## src/rtl/fetch_queue.sv

```systemverilog
// Fetch-to-decode FWFT queue: buffers {pc, instr, redir}, stalls the PC register when full.
// Optional zero-latency empty-queue bypass is enabled by defining FETCHQ_BYPASS_EN.
module fetch_queue #(
  parameter int PC_W    = 16,
  parameter int INSTR_W = 32,
  parameter int DEPTH   = 4
) (
  input  logic                     clk,
  input  logic                     reset,
  input  logic                     f_valid,
  input  logic [PC_W-1:0]          f_pc,
  input  logic [INSTR_W-1:0]       f_instr,
  input  logic                     f_redir,
  output logic                     f_stall,
  input  logic                     flush,
  input  logic                     d_ready,
  output logic                     d_valid,
  output logic [PC_W-1:0]          d_pc,
  output logic [PC_W-1:0]          d_pc_plus1,
  output logic [INSTR_W-1:0]       d_instr,
  output logic                     d_redir,
  output logic [$clog2(DEPTH):0]   count
);

  localparam int AW = $clog2(DEPTH);
  localparam int CW = AW + 1;

  typedef struct packed {
    logic [PC_W-1:0]    pc;
    logic [INSTR_W-1:0] instr;
    logic               redir;
  } entry_t;

  entry_t          mem [DEPTH];
  entry_t          head;
  logic [AW-1:0]   wr_ptr;
  logic [AW-1:0]   rd_ptr;
  logic            push;
  logic            pop;
  logic            empty;

  assign empty   = (count == '0);
  assign f_stall = (count == CW'(DEPTH));
  assign pop     = !empty && d_ready && !flush;

`ifdef FETCHQ_BYPASS_EN
  logic byp;
  assign byp  = empty && f_valid && !flush;
  assign push = f_valid && !f_stall && !flush && !(byp && d_ready);
`else
  assign push = f_valid && !f_stall && !flush;
`endif

  // Head selection: stored read-pointer entry, or the live fetch word on bypass.
  always_comb begin
    head    = mem[rd_ptr];
    d_valid = !empty;
`ifdef FETCHQ_BYPASS_EN
    if (byp) begin
      head    = '{pc: f_pc, instr: f_instr, redir: f_redir};
      d_valid = 1'b1;
    end
`endif
  end

  assign d_pc       = head.pc;
  assign d_pc_plus1 = head.pc + PC_W'(1);
  assign d_instr    = head.instr;
  assign d_redir    = head.redir;

  // Entry storage; cleared on reset so the head never shows X.
  always_ff @(posedge clk or posedge reset) begin
    if (reset) begin
      for (int i = 0; i < DEPTH; i++) mem[i] <= '0;
    end else if (push) begin
      mem[wr_ptr] <= '{pc: f_pc, instr: f_instr, redir: f_redir};
    end
  end

  // Pointer and occupancy bookkeeping; flush wins over push and pop.
  always_ff @(posedge clk or posedge reset) begin
    if (reset) begin
      wr_ptr <= '0;
      rd_ptr <= '0;
      count  <= '0;
    end else if (flush) begin
      wr_ptr <= '0;
      rd_ptr <= '0;
      count  <= '0;
    end else begin
      if (push) wr_ptr <= wr_ptr + AW'(1);
      if (pop)  rd_ptr <= rd_ptr + AW'(1);
      if (push && !pop)      count <= count + CW'(1);
      else if (pop && !push) count <= count - CW'(1);
    end
  end

endmodule

```

## config.mk

```make
export PLATFORM = sky130hd
export DESIGN_NAME = fetch_queue
export DESIGN_NICKNAME = d
export VERILOG_FILES = /design/src/rtl/fetch_queue.sv
export SDC_FILE = /design/constraint.sdc
export NUM_CORES = 1
export LEC_CHECK = 0
export ABC_AREA = 1
export CAP_MARGIN = 20
export CORE_ASPECT_RATIO = 1.1
export CORE_MARGIN = 4
export CORE_UTILIZATION = 30
export CTS_CLUSTER_DIAMETER = 120
export DETAILED_ROUTE_END_ITERATION = 8
export SKIP_LAST_GASP = 1
export SYNTH_ARGS = -nofsm -noshare
export SYNTH_HDL_FRONTEND = slang
export SYNTH_SLANG_ARGS = --single-unit
export TNS_END_PERCENT = 50
```

## constraint.sdc

```tcl
create_clock -name clk -period 7.3 [get_ports clk]
set_input_delay 1.095 -clock clk [delete_from_list [all_inputs] [get_ports clk]]
set_output_delay 1.095 -clock clk [all_outputs]
set_load 0.01 [all_outputs]
```

==> impl_metrics.toml, run 1 <==
[global_route]
grt_pass1_wl_um = 40370
pin_count_of_the_biggest_net_entering_global_routing = 148
grt_util_met3_pct = 2.106
grt_overflow_total = 0
busiest_layer = "met2"
grt_pass1_vias = 7641
groute.layer.met2.usage_pct = 23.54
initial_antenna_violation_count = 0
grt_util_met1_pct = 19.64
globalRouteTotalUtil_pct = 14.08

[timing]
slew_viol_final = 0
slew-limit-headroom_pct = 25.51
setup_repair_after_global_routing_missed_its_margin = "false"
maximum_achievable_frequency_mhz = 196.4
finalCritPeriodShare_pct = 69.75
fin_tns_setup_ps = 0
final.hold.worst_slack_ps = 477.2
final_hold_violations = 0
worst_pin_slew_ps = 1117
fin_crit_ps = 5091
setup_viol = 0
fin_worst_skew_ps = 9.781

[logic_synthesis]
synthDominantCellAreaShare_pct = 54.04
synth.avg_cell_area_um2 = 8.268
synth_cell_type_count = 27
synth.area.top_cells = "sky130_fd_sc_hd__dfrtp_1 (54%), sky130_fd_sc_hd__o21ai_0 (13%), sky130_fd_sc_hd__nand2_1 (12%)"
postSynthCellCount = 1137
postSynthRegisterBits = 203
netlist_area_um2 = 9400
yosysWarnings = 0
syn_nets = 1197
yosysTopAreaCell = "sky130_fd_sc_hd__dfrtp_1"
ys_seq_area_share_pct = 54.04

[setup_path]
cp_cell_sequence = "inv_2 > nand3_1 > nand2_1 > inv_1 > ha_1 > inv_1 > nor2_2 > xor2_1 > clkdlybuf4s50_1"
timing.critical_path.to_type = "output pin"
cpMaxStageDelayCell = "sky130_fd_sc_hd__dfrtp_2"
critPathTopFamily = "buffers and inverters"
crit_path_frequent_cell = "sky130_fd_sc_hd__inv_1"
critPathMaxFanout = 52
worst_setup_path_start_kind = "flip-flop"
required_ps = 6200
cp.buffers_inverters = 4
path_class = "reg2out"
slowest_delay_ps = 1060
cp_data_arrival_time_ps = 4000

[floorplanning]
io_pins = 124
num_rows = 67
initial_core_util_pct = 30.64
dieWidth_um = 176.8
fp.coreArea_um2 = 30680
die-area_um2 = 34230
die_h_um = 193.7

[clocking]
cts.path.max_buffers = 3
post-cts-setup-buffer-count = 0
cts-buffers-inserted = 23
clk_transition_reported_paths_ps = 60
cts_tree = "done"
clock-root-buffer = "sky130_fd_sc_hd__clkbuf_16"
cts.sinks = 203
clock_insertion_delay_worst_skew_ps = 510
cts-htree-levels = 1
post_cts_resized = 0
cts.hold.buffers_added = 0

[detailed_routing]
detail_route.vias_per_cell = 4.660
avgRoutedWirePerCell_um = 14.77
via_count = 7666
postRouteWirelength_um = 24290
drtIter0Drc = 490
final_ant_viol_nets = 0
drt_drc_violations_left = 0
first_pass_iters = 7

[job]
timing.max_cap.violations = 0

[power]
cellPowerDensity_nw_per_um2 = 400.6
static-leakage-power_nw = 5.400
vdd_ir_drop_max_mv = 0.2139

[final_layout]
final_layout_size_suffix_gt1_share_pct = 5.524
fillerInstances = 3239
fin_nets = 1275
sequential_cell_area_um2 = 5085
syn2layout_area_growth_pct = 22.47
post_route_standard_cell_area_excluding_fillers_um2 = 11510
insertedDiodeCount = 0
multi_input_area_um2 = 3610

[placement]
cell_area_placed_um2 = 10780
total_half_perimeter_wirelength_after_legalization_and_detailed_placement_um = 13960
buffer_ports.inserted = 123
routabilityCongestion = 0.8425

[min_path]
timing.hold.worst.class = "reg2reg"

[status]
status = "completed"
-- cell type report --
class	count	share of cell area, %
multi-input cells	779	31.36
well taps	414	4.500
inverters	83	2.815
flip-flops and latches	203	44.17
clock buffers	36	5.858
repair buffers	125	11.00
clock inverters	5	0.3043
-- sequential cells by signal, indices dropped and copies added, names as in the netlist --
register	cells
count	3
wr_ptr	2
rd_ptr	2
mem	196
-- worst min-delay path, stage by stage (launching register included) --
cell and delay [ps]:
sky130_fd_sc_hd__dfrtp_1 340, sky130_fd_sc_hd__nand2_1 50, sky130_fd_sc_hd__o21ai_0 60
-- worst paths after layout --
| check | from | endpoint | slack, ps | cells past startpoint |
|---|---|---|---|---|
| max | rd_ptr[1] | d_pc_plus1[6] | 2210 | 9 |
| min | mem[116] | mem[116] | 480 | 2 |
| max reg2reg | rd_ptr[1] | rd_ptr[1] | 4910 | 3 |
| min reg2reg | mem[116] | mem[116] | 480 | 2 |
| max in group asynchronous | reset | mem[128] | 4730 | 4 |
| min in group asynchronous | reset | mem[20] | 1000 | 2 |
-- cell families (layout without fill, tap and decap cells) --
logic type	count (synthesis)	count (layout)	share of synthesized area, %
XOR/XNOR	7	7	0.6522
flip-flops	203	203	54.04
AO/OA/AOI/OAI	307	307	16.89
buffers and inverters	155	249	7.773
AND/OR/NAND/NOR	459	459	19.77
adder cells (fa/ha/maj)	6	6	0.8785
-- metrics by stage --
step | utilization, % | setup WS [ps] | std cells | total power, mW
after floorplan | - | 665.9 | 1137 | 2.791
after global placement | 35.12 | 2758 | 1603 | 3.517
after detailed placement | 35.12 | 2681 | 1603 | 3.558
after CTS | 37.43 | 2149 | 1644 | 4.667
after global routing | 37.52 | 1857 | 1645 | 4.983
final | 37.52 | 2209 | 1645 | 4.611
-- Yosys cell counts --
cell / n
sky130_fd_sc_hd__nand3_1: 37
sky130_fd_sc_hd__nand2_1: 313
sky130_fd_sc_hd__fa_1: 1
sky130_fd_sc_hd__nand3_2: 3
sky130_fd_sc_hd__inv_1: 81
sky130_fd_sc_hd__nand2_2: 13
sky130_fd_sc_hd__buf_4: 3
sky130_fd_sc_hd__a32oi_1: 1
sky130_fd_sc_hd__o22ai_1: 34
sky130_fd_sc_hd__nor2_1: 80
sky130_fd_sc_hd__nor2_4: 1
sky130_fd_sc_hd__o211ai_1: 2
sky130_fd_sc_hd__o21ai_0: 253
sky130_fd_sc_hd__dfrtp_1: 203
sky130_fd_sc_hd__clkbuf_1: 43
sky130_fd_sc_hd__nand4_1: 1
sky130_fd_sc_hd__buf_12: 1
sky130_fd_sc_hd__buf_2: 12
sky130_fd_sc_hd__ha_1: 5
sky130_fd_sc_hd__xor2_1: 7
sky130_fd_sc_hd__nor2_2: 11
sky130_fd_sc_hd__buf_6: 12
sky130_fd_sc_hd__a21oi_1: 4
sky130_fd_sc_hd__buf_8: 1
sky130_fd_sc_hd__inv_6: 1
sky130_fd_sc_hd__o21ai_1: 13
sky130_fd_sc_hd__inv_2: 1
-- where the power goes --
group | switching, mW | leakage [nW] | total, mW | internal (mW)
combinational | 0.886 | 2.45 | 1.68 | 0.799
clock | 0.453 | 0.351 | 1.09 | 0.635
sequential | 0.279 | 2.60 | 1.84 | 1.56
-- cells in the final DEF, fill, tap and decap left out --
cell / n
sky130_fd_sc_hd__nand2_1: 313
sky130_fd_sc_hd__o21ai_0: 253
sky130_fd_sc_hd__dfrtp_1: 201
sky130_fd_sc_hd__clkdlybuf4s50_1: 123
sky130_fd_sc_hd__inv_1: 80
sky130_fd_sc_hd__nor2_1: 80
sky130_fd_sc_hd__nand3_1: 37
sky130_fd_sc_hd__o22ai_1: 34
sky130_fd_sc_hd__clkbuf_16: 23
sky130_fd_sc_hd__o21ai_1: 13
sky130_fd_sc_hd__nor2_2: 11
sky130_fd_sc_hd__nand2_2: 9
sky130_fd_sc_hd__clkbuf_1: 8
sky130_fd_sc_hd__xor2_1: 7
sky130_fd_sc_hd__ha_1: 5
sky130_fd_sc_hd__clkbuf_8: 5
sky130_fd_sc_hd__a21oi_1: 4
sky130_fd_sc_hd__nand2_4: 4
sky130_fd_sc_hd__nand3_2: 3
sky130_fd_sc_hd__clkinv_2: 3
sky130_fd_sc_hd__inv_6: 2
sky130_fd_sc_hd__o211ai_1: 2
sky130_fd_sc_hd__inv_8: 2
sky130_fd_sc_hd__nand4_1: 1
sky130_fd_sc_hd__nor2_4: 1
sky130_fd_sc_hd__inv_2: 1
sky130_fd_sc_hd__a32oi_1: 1
sky130_fd_sc_hd__fa_1: 1
sky130_fd_sc_hd__buf_16: 1
sky130_fd_sc_hd__buf_4: 1
sky130_fd_sc_hd__dfrtp_4: 1
sky130_fd_sc_hd__dfrtp_2: 1
-- routing by layer --
metal / share of wire [%] / routed length, um
met1: 47 / 11420
met2: 46 / 11270
met3: 4.9 / 1186
met4: 1.7 / 409
met5: 0 / 0
Note: power is estimated with default switching activity, not from simulation.
==> run 2: changes to the inputs <==
- clock period: 7.3 -> 4.3 ns (I/O delays scaled with it)
==> run 2 against run 1 <==
Effect of this change: cell area up 1.1%; clock skew up 2.6 ps; combinational power up 73%; total power up 74%; global-route usage about the same; sequential power up 66%; via count up 1.0%; sequential cell count unchanged; non-clock buffer count up 4.
==> impl_metrics.toml, run 2 (synthesis gave the netlist of run 1 again) <==
[timing]
fin_crit_ps = 3944
final_hold_violations = 0
setup_viol = 0
fin_worst_skew_ps = 12.40
finalCritPeriodShare_pct = 91.72
slew-limit-headroom_pct = 31.39
fin_tns_setup_ps = 0
setup_repair_after_global_routing_missed_its_margin = "false"
maximum_achievable_frequency_mhz = 253.6
worst_pin_slew_ps = 1029
slew_viol_final = 0

[floorplanning]
die_h_um = 193.7
dieWidth_um = 176.8
fp.coreArea_um2 = 30680
die-area_um2 = 34230
io_pins = 124
initial_core_util_pct = 30.64
num_rows = 67

[final_layout]
insertedDiodeCount = 0
finalCoreUtilization_pct = 37.94
fillerInstances = 3200
final_layout_size_suffix_gt1_share_pct = 5.977
fin_nets = 1280
mostFrequentLayoutCells = "sky130_fd_sc_hd__nand2_1 (313), sky130_fd_sc_hd__o21ai_0 (253), sky130_fd_sc_hd__dfrtp_1 (201), sky130_fd_sc_hd__clkdlybuf4s50_1 (123)"
layout_top_registers = "mem (196), count (3)"
syn2layout_area_growth_pct = 23.84
layout.cells.most_common = "sky130_fd_sc_hd__nand2_1"
regMostFlops = "mem"
number_of_flip_flops_under_the_largest_register_name = 196

[global_route]
initial_antenna_violation_count = 0
pin_count_of_the_biggest_net_entering_global_routing = 99
grt_pass1_vias = 7703
grt_pass1_wl_um = 40310
grt_overflow_total = 0
globalRouteTotalUtil_pct = 14.05

[power]
static-leakage-power_nw = 5.459
vdd_ir_drop_max_mv = 0.3882
cellPowerDensity_nw_per_um2 = 689.8

[setup_path]
critical_path.reg2reg.endpoint = "mem[9]"
cp_data_arrival_time_ps = 3300
rr_startpoint = "count[2]"
path_class = "reg2out"
critPathMaxFanout = 70
worst_setup_path_start_kind = "flip-flop"
timing.critical_path.to_type = "output pin"
crit_start = "rd_ptr[0]"
required_ps = 3650
r2r_cells = 5
register_to_register_setup_slack_ps = 2100

[clocking]
cts.sinks = 203
post_cts_resized = 0
clk_transition_reported_paths_ps = 50
clock_insertion_delay_worst_skew_ps = 510
cts-htree-levels = 1
cts_tree = "done"
post-cts-setup-buffer-count = 0
cts.hold.buffers_added = 0
cts.path.max_buffers = 3
clock-root-buffer = "sky130_fd_sc_hd__clkbuf_16"
cts-buffers-inserted = 24

[detailed_routing]
final_ant_viol_nets = 0
postRouteWirelength_um = 24060
first_pass_iters = 5
drt_drc_violations_left = 0
detail_route.vias_per_cell = 4.687
via_count = 7743
avgRoutedWirePerCell_um = 14.56
drtIter0Drc = 438

[min_path]
min_delay_path_depth = 2
worst_hold_launch = "mem[126]"
whs_endpoint = "mem[126]"
timing.hold.worst.class = "reg2reg"

[placement]
routabilityCongestion = 0.7717
buffer_ports.inserted = 123
total_half_perimeter_wirelength_after_legalization_and_detailed_placement_um = 14230

[status]
status = "completed"

[job]
timing.max_cap.violations = 0
[run 2: cell count changes in the layout (fill, tap and decap cells not counted)]
cell,before,now
sky130_fd_sc_hd__inv_6,2,1
sky130_fd_sc_hd__clkbuf_1,8,9
sky130_fd_sc_hd__bufinv_16,0,2
sky130_fd_sc_hd__buf_16,1,0
sky130_fd_sc_hd__inv_8,2,0
sky130_fd_sc_hd__buf_4,1,4
sky130_fd_sc_hd__buf_12,0,2
sky130_fd_sc_hd__clkinv_4,0,1
sky130_fd_sc_hd__clkinvlp_4,0,1
sky130_fd_sc_hd__clkbuf_16,23,25
sky130_fd_sc_hd__clkinv_2,3,2
[run 2: worst max-delay path by stage]
stage,to,slack (ps),depth (start not counted)
after floorplan,count[0],1020,1
after global placement,d_pc_plus1[14],890,11
after detailed placement,d_pc_plus1[6],840,10
after CTS,d_pc_plus1[6],280,10
after global routing,d_pc_plus1[8],80,10
final,d_pc_plus1[8],360,10
[run 2: final cells by class]
class,instances,area (um2),area share [%]
Sequential cell,203,5085,43.68
Clock inverter,5,78.83,0.6771
Inverter,83,320.3,2.751
Multi-Input combinational cell,779,3610,31.01
Tap cell,414,518.0,4.450
Clock buffer,39,728.2,6.255
Timing Repair Buffer,129,1301,11.18
[run 2: metrics by stage]
step	area (um2)	power, mW	cells	setup WS (ps)	hold WS, ps
floorplan	9404	4.740	1137	1025	447.8
global placement	10830	5.978	1608	892.1	460.9
detailed placement	10830	6.038	1608	840.6	468.7
CTS	11640	8.149	1652	283.9	482.4
global route	11640	8.673	1652	78.64	496.1
finish	11640	8.030	1652	356.0	476.8
[run 2: layer usage]
metal | up-vias | part of all wire (%) | global-route usage (%) | routed length (um)
met1 | 3674 | 47 | 19.36 | 11330
met5 | - | 0 | 0 | 0
met2 | 185 | 46 | 23.48 | 11100
met4 | 0 | 1.4 | 3.038 | 325
li1 | 3859 | - | - | -
met3 | 25 | 5.4 | 2.204 | 1305
[run 2: where the power goes]
group          switching [mW]  internal (mW)
sequential              0.411           2.65
clock                   0.784           1.27
combinational            1.55           1.36
[run 2: worst max-delay path, cell delays in order (launching register included)]
cell,delay [ps]
sky130_fd_sc_hd__dfrtp_4,700
sky130_fd_sc_hd__inv_6,500
sky130_fd_sc_hd__nand2_1,130
sky130_fd_sc_hd__nand3_1,100
sky130_fd_sc_hd__nand2_1,110
sky130_fd_sc_hd__inv_1,80
sky130_fd_sc_hd__ha_1,200
sky130_fd_sc_hd__nand2_1,120
sky130_fd_sc_hd__nor2_1,140
sky130_fd_sc_hd__xor2_1,150
sky130_fd_sc_hd__clkdlybuf4s50_1,550
==> run 3: changes to the inputs <==
- CTS_CLUSTER_SIZE: unset -> 12
==> run 3 against run 2 <==
Effect of this change: utilization is 0.88 points lower; clock power is 24% lower; routed wire length is 0.31% lower; clock skew is 0.59 ps lower; worst hold slack better by 1.9 ps; largest power group unchanged.
==> impl_metrics.toml, run 3 (synthesis gave the netlist of run 1 again) <==
[global_route]
pin_count_of_the_biggest_net_entering_global_routing = 99
grt_pass1_vias = 7607
globalRouteTotalUtil_pct = 13.96
initial_antenna_violation_count = 0
grt_overflow_total = 0
grt_pass1_wl_um = 40030

[clocking]
post_cts_resized = 0
post-cts-setup-buffer-count = 0
cts.path.max_buffers = 3
cts_tree = "done"
clk_transition_reported_paths_ps = 60
cts-htree-levels = 1
clock-root-buffer = "sky130_fd_sc_hd__clkbuf_16"
clock_insertion_delay_worst_skew_ps = 490
cts.sinks = 203
cts-buffers-inserted = 20
cts.hold.buffers_added = 0

[power]
static-leakage-power_nw = 5.326
power.share.sequential_pct = 40.6
internal_power_mw = 4.879
switching_part_of_the_total_pct = 35.33
power.total_mw = 7.544
vdd_ir_drop_max_mv = 0.3522
p_sw_mw = 2.665
p_clk_share_pct = 20.9
p_comb_share_pct = 38.6
cellPowerDensity_nw_per_um2 = 663.4

[timing]
maximum_achievable_frequency_mhz = 253.5
final_hold_violations = 0
slew_viol_final = 0
fin_worst_skew_ps = 11.81
worst_slack_ps = 355.7
fin_crit_ps = 3944
fin_tns_setup_ps = 0
finalCritPeriodShare_pct = 91.73
setup_repair_after_global_routing_missed_its_margin = "false"
slew-limit-headroom_pct = 31.45
setup_viol = 0
worst_pin_slew_ps = 1028

[floorplanning]
num_rows = 67
initial_core_util_pct = 30.64
fp.coreArea_um2 = 30680
die-area_um2 = 34230
dieWidth_um = 176.8
io_pins = 124
die_h_um = 193.7

[final_layout]
layout.cells.most_common = "sky130_fd_sc_hd__nand2_1"
final_layout_size_suffix_gt1_share_pct = 4.926
regMostFlops = "mem"
instances_no_fill = 1632
multi_input_area_um2 = 3610
syn2layout_area_growth_pct = 20.96
post_route_standard_cell_area_excluding_fillers_um2 = 11370
mostFrequentLayoutCells = "sky130_fd_sc_hd__nand2_1 (313), sky130_fd_sc_hd__o21ai_0 (253), sky130_fd_sc_hd__dfrtp_1 (201), sky130_fd_sc_hd__clkdlybuf4s50_1 (123)"
sequential_cell_area_um2 = 5085
fillerInstances = 3223
number_of_flip_flops_under_the_largest_register_name = 196
insertedDiodeCount = 0
fin_nets = 1276
layout_top_registers = "mem (196), count (3)"

[detailed_routing]
avgRoutedWirePerCell_um = 14.70
first_pass_iters = 6
postRouteWirelength_um = 23990
final_ant_viol_nets = 0
detail_route.vias_per_cell = 4.703
drtIter0Drc = 422
drt_drc_violations_left = 0
via_count = 7675

[job]
timing.max_cap.violations = 0

[setup_path]
timing.critical_path.to_type = "output pin"
worst_setup_path_start_kind = "flip-flop"
required_ps = 3650
path_class = "reg2out"
cpMaxStageDelayCell = "sky130_fd_sc_hd__dfrtp_4"
cp_data_arrival_time_ps = 3300
slowest_delay_ps = 710
critPathMaxFanout = 70
cp_cell_sequence = "inv_6 > nand2_1 > nand3_1 > nand2_1 > inv_1 > ha_1 > inv_1 > nor2_2 > xor2_1 > clkdlybuf4s50_1"

[placement]
placed_cells_incl_taps = 1608
routabilityCongestion = 0.7717
total_half_perimeter_wirelength_after_legalization_and_detailed_placement_um = 14230
pre_cts_slack_ps = 840.6
buffer_ports.inserted = 123
cell_area_placed_um2 = 10830

[status]
status = "completed"

[min_path]
timing.hold.worst.class = "reg2reg"
-- run 3: changes by cell type in the layout (fill, tap and decap cells not counted) --
cell,delta
sky130_fd_sc_hd__clkbuf_16,-4
sky130_fd_sc_hd__clkinv_2,-2
sky130_fd_sc_hd__clkbuf_8,-5
sky130_fd_sc_hd__clkinv_4,-1
sky130_fd_sc_hd__bufinv_16,-2
sky130_fd_sc_hd__clkbuf_1,-6
-- run 3: cell type report --
class	count	area share, %
Sequential cell	203	44.72
Multi-Input combinational cell	779	31.75
Timing Repair Buffer	129	11.44
Clock buffer	24	4.721
Tap cell	414	4.555
Inverter	83	2.817
-- run 3: layer usage --
metal	up-vias	wire length, um	global-route usage, %
li1	3833	-	-
met1	3658	11340	19.39
met2	160	11190	23.47
met3	24	1171	2.243
met4	0	282	2.350
met5	-	0	0
-- run 3: stage by stage --
stage	hold WS, ps	utilization (%)
floorplan	447.8	-
global placement	460.9	35.31
detailed placement	468.7	35.31
CTS	483.3	37.06
global route	496.6	37.06
finish	478.7	37.06
-- run 3: final timing paths --
check	start	end	slack, ps	cells after the start
setup / recovery	rd_ptr[0]	d_pc_plus1[6]	360	10
hold / removal	mem[126]	mem[126]	480	2
setup reg to reg	count[2]	mem[178]	2130	5
hold reg to reg	mem[126]	mem[126]	480	2
max in group asynchronous	reset	mem[81]	2640	3
min in group asynchronous	reset	mem[166]	700	2
-- run 3: worst max-delay path: cells and delay by family (launching register included) --
family        cells  cell delay, ps
buf+inv           4            1210
fa+ha+maj         1             200
simple gates      4             520
xor+xnor          1             150
flops             1             710
-- run 3: power by group through the flow --
stage | logic, mW | registers (mW) | clock network [mW]
detailed placement | 2.96 | 3.08 | 0
CTS | 2.97 | 3.06 | 1.62
global placement | 2.91 | 3.07 | 0
floorplan | 1.78 | 2.96 | 0
global route | 3.30 | 3.16 | 1.70
finish | 2.91 | 3.06 | 1.57
